## src/rtl/magdetect_pkg.sv

```systemverilog
// magdetect_pkg: shared state encoding, default parameter values and the
// threshold compare used by the Goertzel block scheduler.
package magdetect_pkg;

    localparam int          DEF_BLOCK_LEN      = 512;
    localparam int          DEF_ARM_CYCLES     = 8;
    localparam int          DEF_TIMEOUT_CYCLES = 4096;
    localparam logic [15:0] DEF_THRESH         = 16'h0400;
    localparam int          DEF_HYST_COUNT     = 3;

    typedef enum logic [2:0] {
        IDLE        = 3'd0,
        ARM         = 3'd1,
        STREAM      = 3'd2,
        WAIT_RESULT = 3'd3,
        REPORT      = 3'd4,
        RECOVER     = 3'd5
    } state_t;

    // Raw detect word: bit0 from tone 0, bit1 from tone 1, unsigned compares.
    function automatic logic [1:0] raw_detect(input logic [15:0] g0,
                                              input logic [15:0] g1,
                                              input logic [15:0] thr);
        return {(g1 >= thr), (g0 >= thr)};
    endfunction

endpackage

```

## src/rtl/magdetect_scheduler_rise_detect.sv

```systemverilog
// rise_detect: registered rising-edge detector. The previous input level is
// held in a flop so a long strobe yields a single-cycle rise indication.
module rise_detect (
    input  logic clk,
    input  logic rst,
    input  logic din,
    output logic rise
);

    logic prev;

    // Remember last cycle's level of the strobe.
    always_ff @(posedge clk) begin
        if (rst) prev <= 1'b0;
        else     prev <= din;
    end

    assign rise = din & ~prev;

endmodule

```

## src/rtl/magdetect_scheduler.sv

```systemverilog
// magdetect_scheduler: arms a Goertzel core, forwards BLOCK_LEN ADC samples
// per block, collects the two magnitudes and reports a 2-bit tone detect.
// Build macro MAGDETECT_HYST_EN adds per-bit detect hysteresis (HYST_COUNT).
module magdetect_scheduler
    import magdetect_pkg::*;
#(
    parameter int          BLOCK_LEN      = DEF_BLOCK_LEN,
    parameter int          ARM_CYCLES     = DEF_ARM_CYCLES,
    parameter int          TIMEOUT_CYCLES = DEF_TIMEOUT_CYCLES,
    parameter logic [15:0] THRESH         = DEF_THRESH,
    parameter int          HYST_COUNT     = DEF_HYST_COUNT
) (
    input  logic        sys_clk,
    input  logic        sys_rst,
    input  logic        enable,
    input  logic        adc_sample_valid,
    input  logic [7:0]  adc_sample,
    output logic        dsp_ce,
    output logic        dsp_data_rdy,
    output logic [7:0]  dsp_data,
    input  logic        dsp_g_ready,
    input  logic [15:0] dsp_g0,
    input  logic [15:0] dsp_g1,
    output logic [15:0] g0_mag,
    output logic [15:0] g1_mag,
    output logic        result_valid,
    output logic [1:0]  detect,
    output logic [15:0] block_count,
    output logic        overrun,
    output logic        timeout_err
);

    localparam int SW = $clog2(BLOCK_LEN + 1);
    localparam int AW = $clog2(ARM_CYCLES + 1);
    localparam int TW = $clog2(TIMEOUT_CYCLES + 1);
    localparam logic [SW-1:0] SAMPLE_LAST = SW'(BLOCK_LEN - 1);
    localparam logic [AW-1:0] ARM_LAST    = AW'(ARM_CYCLES - 1);
    localparam logic [TW-1:0] TO_LAST     = TW'(TIMEOUT_CYCLES - 1);

    if (BLOCK_LEN < 1 || ARM_CYCLES < 1 || TIMEOUT_CYCLES < 1 || HYST_COUNT < 1) begin : g_bad_cfg
        $error("magdetect_scheduler: counts must all be at least 1");
    end

    state_t         state, next_state;
    logic [SW-1:0]  sample_cnt;
    logic [AW-1:0]  arm_cnt;
    logic [TW-1:0]  to_cnt;
    logic           rise;
    logic [1:0]     raw_det;

    rise_detect u_rise (
        .clk  (sys_clk),
        .rst  (sys_rst),
        .din  (adc_sample_valid),
        .rise (rise)
    );

    assign raw_det      = raw_detect(g0_mag, g1_mag, THRESH);
    assign result_valid = (state == REPORT);

    // State register.
    always_ff @(posedge sys_clk) begin
        if (sys_rst) state <= IDLE;
        else         state <= next_state;
    end

    // Next-state and core clock enable; dropping enable aborts everywhere but REPORT.
    always_comb begin
        next_state = state;
        dsp_ce     = 1'b0;
        case (state)
            IDLE: begin
                if (enable) next_state = ARM;
            end
            ARM: begin
                dsp_ce = 1'b1;
                if (!enable)                next_state = IDLE;
                else if (arm_cnt == ARM_LAST) next_state = STREAM;
            end
            STREAM: begin
                dsp_ce = 1'b1;
                if (!enable)                            next_state = IDLE;
                else if (rise && sample_cnt == SAMPLE_LAST) next_state = WAIT_RESULT;
            end
            WAIT_RESULT: begin
                dsp_ce = 1'b1;
                // A result arriving on the timeout cycle still counts.
                if (!enable)              next_state = IDLE;
                else if (dsp_g_ready)     next_state = REPORT;
                else if (to_cnt == TO_LAST) next_state = RECOVER;
            end
            REPORT: begin
                // Core stays clocked; the next block streams without re-arming.
                dsp_ce     = 1'b1;
                next_state = enable ? STREAM : IDLE;
            end
            RECOVER: begin
                next_state = enable ? ARM : IDLE;
            end
            default: next_state = IDLE;
        endcase
    end

    // Counters, sample forwarding, result capture and sticky error flags.
    always_ff @(posedge sys_clk) begin
        if (sys_rst) begin
            arm_cnt      <= '0;
            sample_cnt   <= '0;
            to_cnt       <= '0;
            dsp_data_rdy <= 1'b0;
            dsp_data     <= '0;
            g0_mag       <= '0;
            g1_mag       <= '0;
            block_count  <= '0;
            overrun      <= 1'b0;
            timeout_err  <= 1'b0;
        end else begin
            dsp_data_rdy <= 1'b0;
            arm_cnt      <= (state == ARM) ? arm_cnt + 1'b1 : '0;
            to_cnt       <= (state == WAIT_RESULT) ? to_cnt + 1'b1 : '0;

            if (state == STREAM && enable && rise) begin
                dsp_data_rdy <= 1'b1;
                dsp_data     <= adc_sample;
                sample_cnt   <= (sample_cnt == SAMPLE_LAST) ? '0 : sample_cnt + 1'b1;
            end else if (state == IDLE || state == ARM || state == RECOVER) begin
                sample_cnt <= '0;
            end

            if (state == WAIT_RESULT && next_state == REPORT) begin
                g0_mag <= dsp_g0;
                g1_mag <= dsp_g1;
            end

            if (state == REPORT) block_count <= block_count + 16'd1;

            if (state == IDLE && next_state == ARM) begin
                overrun     <= 1'b0;
                timeout_err <= 1'b0;
            end else begin
                if (state == WAIT_RESULT && rise)           overrun     <= 1'b1;
                if (state == WAIT_RESULT && next_state == RECOVER) timeout_err <= 1'b1;
            end
        end
    end

`ifdef MAGDETECT_HYST_EN
    localparam int HW = $clog2(HYST_COUNT + 1);
    localparam logic [HW-1:0] HYST_LAST = HW'(HYST_COUNT - 1);

    logic [1:0][HW-1:0] hyst_cnt;

    // Each detect bit flips only after HYST_COUNT consecutive disagreeing reports.
    always_ff @(posedge sys_clk) begin
        if (sys_rst) begin
            detect   <= '0;
            hyst_cnt <= '0;
        end else if (state == REPORT) begin
            for (int b = 0; b < 2; b++) begin
                if (raw_det[b] == detect[b]) begin
                    hyst_cnt[b] <= '0;
                end else if (hyst_cnt[b] == HYST_LAST) begin
                    detect[b]   <= raw_det[b];
                    hyst_cnt[b] <= '0;
                end else begin
                    hyst_cnt[b] <= hyst_cnt[b] + 1'b1;
                end
            end
        end
    end
`else
    // Detect follows the raw compare at every report.
    always_ff @(posedge sys_clk) begin
        if (sys_rst)              detect <= '0;
        else if (state == REPORT) detect <= raw_det;
    end
`endif

endmodule

```

## config.mk

```make
export PLATFORM = sky130hd
export DESIGN_NAME = magdetect_scheduler
export DESIGN_NICKNAME = d
export VERILOG_FILES = /design/src/rtl/magdetect_pkg.sv /design/src/rtl/magdetect_scheduler_rise_detect.sv /design/src/rtl/magdetect_scheduler.sv
export SDC_FILE = /design/constraint.sdc
export NUM_CORES = 1
export LEC_CHECK = 0
export BUFFER_PORTS_ARGS = -buffer_cell sky130_fd_sc_hd__buf_2
export CORE_MARGIN = 1.5
export CORE_UTILIZATION = 45
export CTS_CLUSTER_SIZE = 40
export DETAILED_ROUTE_END_ITERATION = 7
export GPL_ROUTABILITY_DRIVEN = 0
export GPL_TIMING_DRIVEN = 1
export PLACE_DENSITY = 0.8
export SLEW_MARGIN = 0
export SYNTH_ARGS = -nofsm -noshare
export SYNTH_HDL_FRONTEND = slang
export SYNTH_SLANG_ARGS = --single-unit
```

## constraint.sdc

```tcl
create_clock -name sys_clk -period 2.54 [get_ports sys_clk]
set_input_delay 0.508 -clock sys_clk [delete_from_list [all_inputs] [get_ports sys_clk]]
set_output_delay 0.508 -clock sys_clk [all_outputs]
set_load 0.005 [all_outputs]
```

# Word level (Yosys, flattened, before mapping)
# Cells that the tools add are included.
[totals]
reg_bits = 92
out_inout_bits = 63
elab_cells = 65
[op_classes]
add_sub_neg = 4
n_lt_le_gt_ge = 2
n_eq_ne = 11
mux = 16
bitwise_logic = 4
n_reduce_logical = 15
[op_table]
columns = ["operator", "n"]
rows = [
  [">= comparator 16 x 11 -> 1 bit, second input constant", 2],
  ["2-to-1 mux 10 bit", 3],
  ["2-to-1 mux 3 bit", 8],
  ["one-hot mux 3 bit (6 select lines)", 1],
  ["adder 16 x 1 -> 16 bit, second input constant", 1],
  ["adder 13 x 1 -> 13 bit, second input constant", 1],
  ["== test 13 x 12 -> 1 bit, second input constant", 1],
  ["== test 3 bit, second input constant", 4],
  ["adder 10 x 1 -> 10 bit, second input constant", 1],
  ["== test 10 x 9 -> 1 bit, second input constant", 1],
  ["logical AND 1 bit", 7],
  ["== test 3 x 1 -> 1 bit, second input constant", 2],
  ["== test 3 x 2 -> 1 bit, second input constant", 2],
  ["OR reduction 2 bit", 3],
  ["adder 4 x 1 -> 4 bit, second input constant", 1],
  ["== test 4 x 3 -> 1 bit, second input constant", 1],
  ["OR reduction 4 bit", 1],
  ["zero test 3 bit", 1],
  ["2-to-1 mux 1 bit", 3],
  ["inverter 1 bit", 3],
  ["logical OR 1 bit", 2],
  ["2-to-1 mux 2 bit", 1],
  ["nonzero test 2 bit", 1],
  ["AND 1 bit", 1],
]

# Logic depth before layout (Yosys ltp)
[depth]
word_depth = 9
ltp_mapped = 7
depth_no_buf = 6

# Cells and area by module
# A second synthesis with hierarchy kept.
[hier_totals]
hier_cells = 440
area_unflattened_um2 = 4085.2
[by_module_without_submodules]
columns = ["module", "instances", "cells_each", "area_per_inst_um2", "seq_area_each_um2"]
rows = [
  ["magdetect_scheduler", 1, 437, 4037.6, 1821.7],
  ["rise_detect", 1, 3, 47.5, 20.0],
]

# Worst setup path before layout
# No wires, ideal clock.
[synth_timing]
kind = "reg2reg"
startpoint = "reg sample_cnt[0]"
endpoint = "reg g0_mag[0]"
setup_ns = 0.072
arrival_ns = 1.870
required_ns = 2.468
slack_ns = 0.598
stages_incl_launch_ff = 8
path_buffers = 1
period_less_slack_ns = 1.942
path_cell_list = "dfxtp_1 ha_1 and3_1 and3_1 and3_1 nor3_4 buf_8 mux2i_1"
[synth_via]
elab_chain_cells = 7
[synth_rtl]
columns = ["item", "line_no", "rtl"]
rows = [
  ["start: declaration", "magdetect_scheduler.sv:45", "logic [SW-1:0] sample_cnt;"],
  ["start signal: assignment", "magdetect_scheduler.sv:125", "sample_cnt <= (sample_cnt == SAMPLE_LAST) ? '0 : sample_cnt + 1'b1;"],
  ["== test 10 x 9 -> 1 bit", "magdetect_scheduler.sv:83", "else if (rise && sample_cnt == SAMPLE_LAST) next_state = WAIT_RESULT;"],
  ["logical AND 1 bit", "magdetect_scheduler.sv:83", ""],
  ["2-to-1 mux 3 bit", "magdetect_scheduler.sv:83", ""],
  ["2-to-1 mux 3 bit", "magdetect_scheduler.sv:82", "if (!enable) next_state = IDLE;"],
  ["one-hot mux 3 bit (6 select lines)", "magdetect_scheduler.sv:71", "case (state)"],
  ["== test 3 bit", "magdetect_scheduler.sv:130", "if (state == WAIT_RESULT && next_state == REPORT) begin"],
  ["logical AND 1 bit", "magdetect_scheduler.sv:130", ""],
  ["end signal: assignment", "magdetect_scheduler.sv:131", "g0_mag <= dsp_g0;"],
  ["end: declaration", "magdetect_scheduler.sv:24", "output logic [15:0] g0_mag,"],
]
# Every way passes these cells.
# A chain may end at the register's enable or synchronous reset.

# Worst setup path in the final report
[layout_timing]
startpoint = "reg to_cnt[0]"
endpoint = "reg g0_mag[14]"
[layout_via]
elab_chain_cells = 7
[layout_rtl]
columns = ["item", "line_no", "rtl"]
rows = [
  ["start: declaration", "magdetect_scheduler.sv:47", "logic [TW-1:0] to_cnt;"],
  ["start signal: assignment", "magdetect_scheduler.sv:120", "to_cnt <= (state == WAIT_RESULT) ? to_cnt + 1'b1 : '0;"],
  ["== test 13 x 12 -> 1 bit", "magdetect_scheduler.sv:90", "else if (to_cnt == TO_LAST) next_state = RECOVER;"],
  ["2-to-1 mux 3 bit", "magdetect_scheduler.sv:90", ""],
  ["2-to-1 mux 3 bit", "magdetect_scheduler.sv:89", "else if (dsp_g_ready) next_state = REPORT;"],
  ["2-to-1 mux 3 bit", "magdetect_scheduler.sv:88", "if (!enable) next_state = IDLE;"],
  ["one-hot mux 3 bit (6 select lines)", "magdetect_scheduler.sv:71", ""],
  ["== test 3 bit", "magdetect_scheduler.sv:130", ""],
  ["logical AND 1 bit", "magdetect_scheduler.sv:130", ""],
]
# Every way passes these cells.

==> impl_metrics.csv <==
group,metric,value,unit
run_status,status,"finished, final reports clean",
global_routing,grt.overflow.total,0,
route,wire_per_inst,12.7,um
route,drc,0,
finish,layout.cells.non_filler,652,
floorplanning,die_h,95.7,um
synthesis,synth-edff-count,0,
global_routing,met1_usage,21.8,%
global_routing,grt_util_met2,31.2,%
clock_tree,cts_setup_buffers,0,
power,ir_drop,0.312,mV
synthesis,yosys_warnings,0,
worst_setup_path,critPathMaxFanout,28,
route,drt-initial-drc-count,111,
route,firstDrtPassIters,4,
placed_design,post-place-cells,636,
timing,layout_setup_ws,0.448,ns
run,cap_violations,0,
timing,max_freq,478,MHz
power,sw_frac_of_total,22.8,%
placed_design,hpwlAfterDp,5980,um
finish,layout_common_cells,"107 x buf_2, 96 x nand2_1, 92 x dfxtp_1",
finish,final_common_cell,"buf_2",
synthesis,netlist_instances,436,
synthesis,synth-seq-cells,92,
clock_tree,cts.sinks,92,
global_routing,top_usage_layer,"met2",
synthesis,netlist_area,3870,um^2
hold_path,holdPathStages,3,
worst_setup_path,reg2reg_to,"g0_mag[14]",
power,p_switching,0.583,mW
route,vias_per_cell,5.12,
finish,fin_area,4710,um^2
clock_tree,cts_resized,0,
synthesis,synthFlopType,"dfxtp_1",
clock_tree,h-tree-depth,3,
floorplanning,io_pins,108,
finish,n_fill_cell,742,
hold_path,hold_class,"primary input to register",
clock_tree,clk_latency,0.35,ns
timing,hold_viol,0,
finish,antennaDiodeCount,0,
timing,tns,0,ns
timing,rsz0062_at_grt,"false",
timing,period_share,82.4,%
timing,whs,0.383,ns
worst_setup_path,rrSetupSlack,0.45,ns
clock_tree,cts_hold_buf,0,
global_routing,grt_pass1_wl,13200,um
timing,layout_min_cycle_time,2.09,ns
global_routing,grt_max_degree,66,
timing,worstMarginPinSlew,0.565,ns
clock_tree,cts_buffers,9,
hold_path,holdPathEnd,"dsp_data[3]",
worst_setup_path,critical_path_class,"register to register",
floorplanning,die_x,95.7,um
power,p_comb_share,3.6,%
placed_design,dpl_cell_area,4510,um^2
route,dr_total_vias,3335,
power,seqPwrFrac,56.5,%
worst_setup_path,startpoint_type,"register",
power,p_total,2.56,mW
global_routing,global_route.usage.met3,5.13,%
synthesis,synth.distinct_cells,51,
hold_path,min-delay-start,"adc_sample[3]",
worst_setup_path,worstPathArrival,2.37,ns
finish,layout-drive-gt1-share,25.0,%
timing,clock_skew,0.00737,ns
synthesis,async_reset_ff_share,0,%
global_routing,antenna_found_initial,0,
floorplanning,core_area,8260,um^2
timing,finalSetupViolations,0,
power,powerDensity,543,nW/um^2
global_routing,grt_pass1_vias,2995,
clock_tree,cts_max_path_buffers,2,
worst_setup_path,r2r-start,"to_cnt[0]",
timing,drv_slew,0,
worst_setup_path,crit_required,2.82,ns
placed_design,dp_slack,0.454,ns
global_routing,grt_usage,18.4,%
floorplanning,dieArea,9160,um^2
clock_tree,clkTransAtPathRegs,0.09,ns
finish,nNetsFinal,591,
clock_tree,cts_root_buf,"clkbuf_8",
worst_setup_path,worstSetupEndpointType,"register",
clock_tree,cts_tree,"done",
synthesis,ys_seq_area_share,47.6,%
synthesis,synth.avg_cell_area,8.87,um^2
floorplanning,rows,33,
power,clockPowerShare,39.9,%
floorplanning,initial_core_util,46.8,%
power,leakage,1.96,nW
placed_design,port_buffers,107,
finish,syn_to_final_growth,21.9,%
synthesis,synth_nets,485,
finish,postLayoutCoreUtil,57.1,%
route,drtAntennaViolNets,0,
timing,max-slew-margin-rel,62.3,%
power,internal-power,1.98,mW
worst_setup_path,reg2reg_depth,7,
route,routed_wl,8280,um
-- synth_stat cells (2+ instances only) --
master	n	share of area, %
ha_1	4	1.3
nor4_1	3	0.49
a311oi_1	2	0.45
buf_2	2	0.26
a22o_1	2	0.45
nand2_1	96	9.3
clkbuf_1	12	1.2
mux2i_1	35	9.1
a21oi_1	17	2.2
and4_1	4	0.91
nor2_1	45	4.4
nand4_1	5	0.81
buf_1	2	0.19
nor3_1	4	0.52
nand3_1	14	1.8
and3_1	6	0.97
nor2b_1	4	0.65
o21ai_0	12	1.6
nand2b_1	3	0.49
buf_8	3	1.2
or3_1	5	0.81
xor2_1	12	2.7
a31oi_1	5	0.81
xnor2_1	13	2.9
inv_1	9	0.87
dfxtp_1	92	48
-- cell families (layout without fill, tap and decap cells) --
group | Yosys count | after routing | synth area share [%]
adder cells (fa/ha/maj) | 4 | 4 | 1.29
flip-flops | 92 | 92 | 47.6
XOR/XNOR | 25 | 25 | 5.66
AO/OA/AOI/OAI | 50 | 50 | 8.22
buffers and inverters | 28 | 139 | 3.65
multiplexers | 35 | 35 | 9.06
AND/OR/NAND/NOR | 202 | 202 | 24.5
-- sequential cells by signal (all words and copies together) (netlist names), 3 cells and up --
name	cells
block_count	16
g0_mag	16
g1_mag	16
to_cnt	13
sample_cnt	10
dsp_data	8
arm_cnt	4
state	3
-- routing by layer --
layer / wire [um] / vias up
met5: 0 / -
met4: 76 / 0
met3: 606 / 5
met2: 3870 / 107
met1: 3720 / 1534
li1: - / 1689
-- worst max-delay path by stage --
stage                   from          to  depth (start not counted)
3_3_place_gp       to_cnt[0]  g0_mag[11]                          7
6_report           to_cnt[0]  g0_mag[14]                          7
3_5_place_dp       to_cnt[0]  g0_mag[14]                          7
5_1_grt            to_cnt[0]   g0_mag[1]                          7
2_1_floorplan  sample_cnt[0]   g0_mag[0]                          7
4_1_cts            to_cnt[0]  g0_mag[14]                          7
-- power groups by stage --
stage	registers, mW	clock network, mW	logic [mW]
final	1.45	1.02	0.0918
after CTS	1.45	1.05	0.0922
after global placement	1.48	0	0.0893
after floorplan	1.48	0	0.0464
after detailed placement	1.48	0	0.0921
after global routing	1.45	1.10	0.102
-- area by class of cell --
type                    instances  area, um^2  area share [%]
flip-flops and latches         92        1840            39.1
inverters                       9        33.8           0.717
multi-input cells             316        1890            40.0
well taps                     105         131            2.79
clock inverters                 6        71.3            1.51
repair buffers                114         613            13.0
clock buffers                  10         138            2.92
-- worst max-delay path, cell delays in order (launching register included) --
cell and delay [ns]:
dfxtp_1 0.38, ha_1 0.21, nand3_2 0.13, o41ai_2 0.39, nand4_2 0.20, nor3_4 0.22, buf_12 0.25, mux2i_1 0.22
No activity file was read; power rests on OpenSTA's default activity.
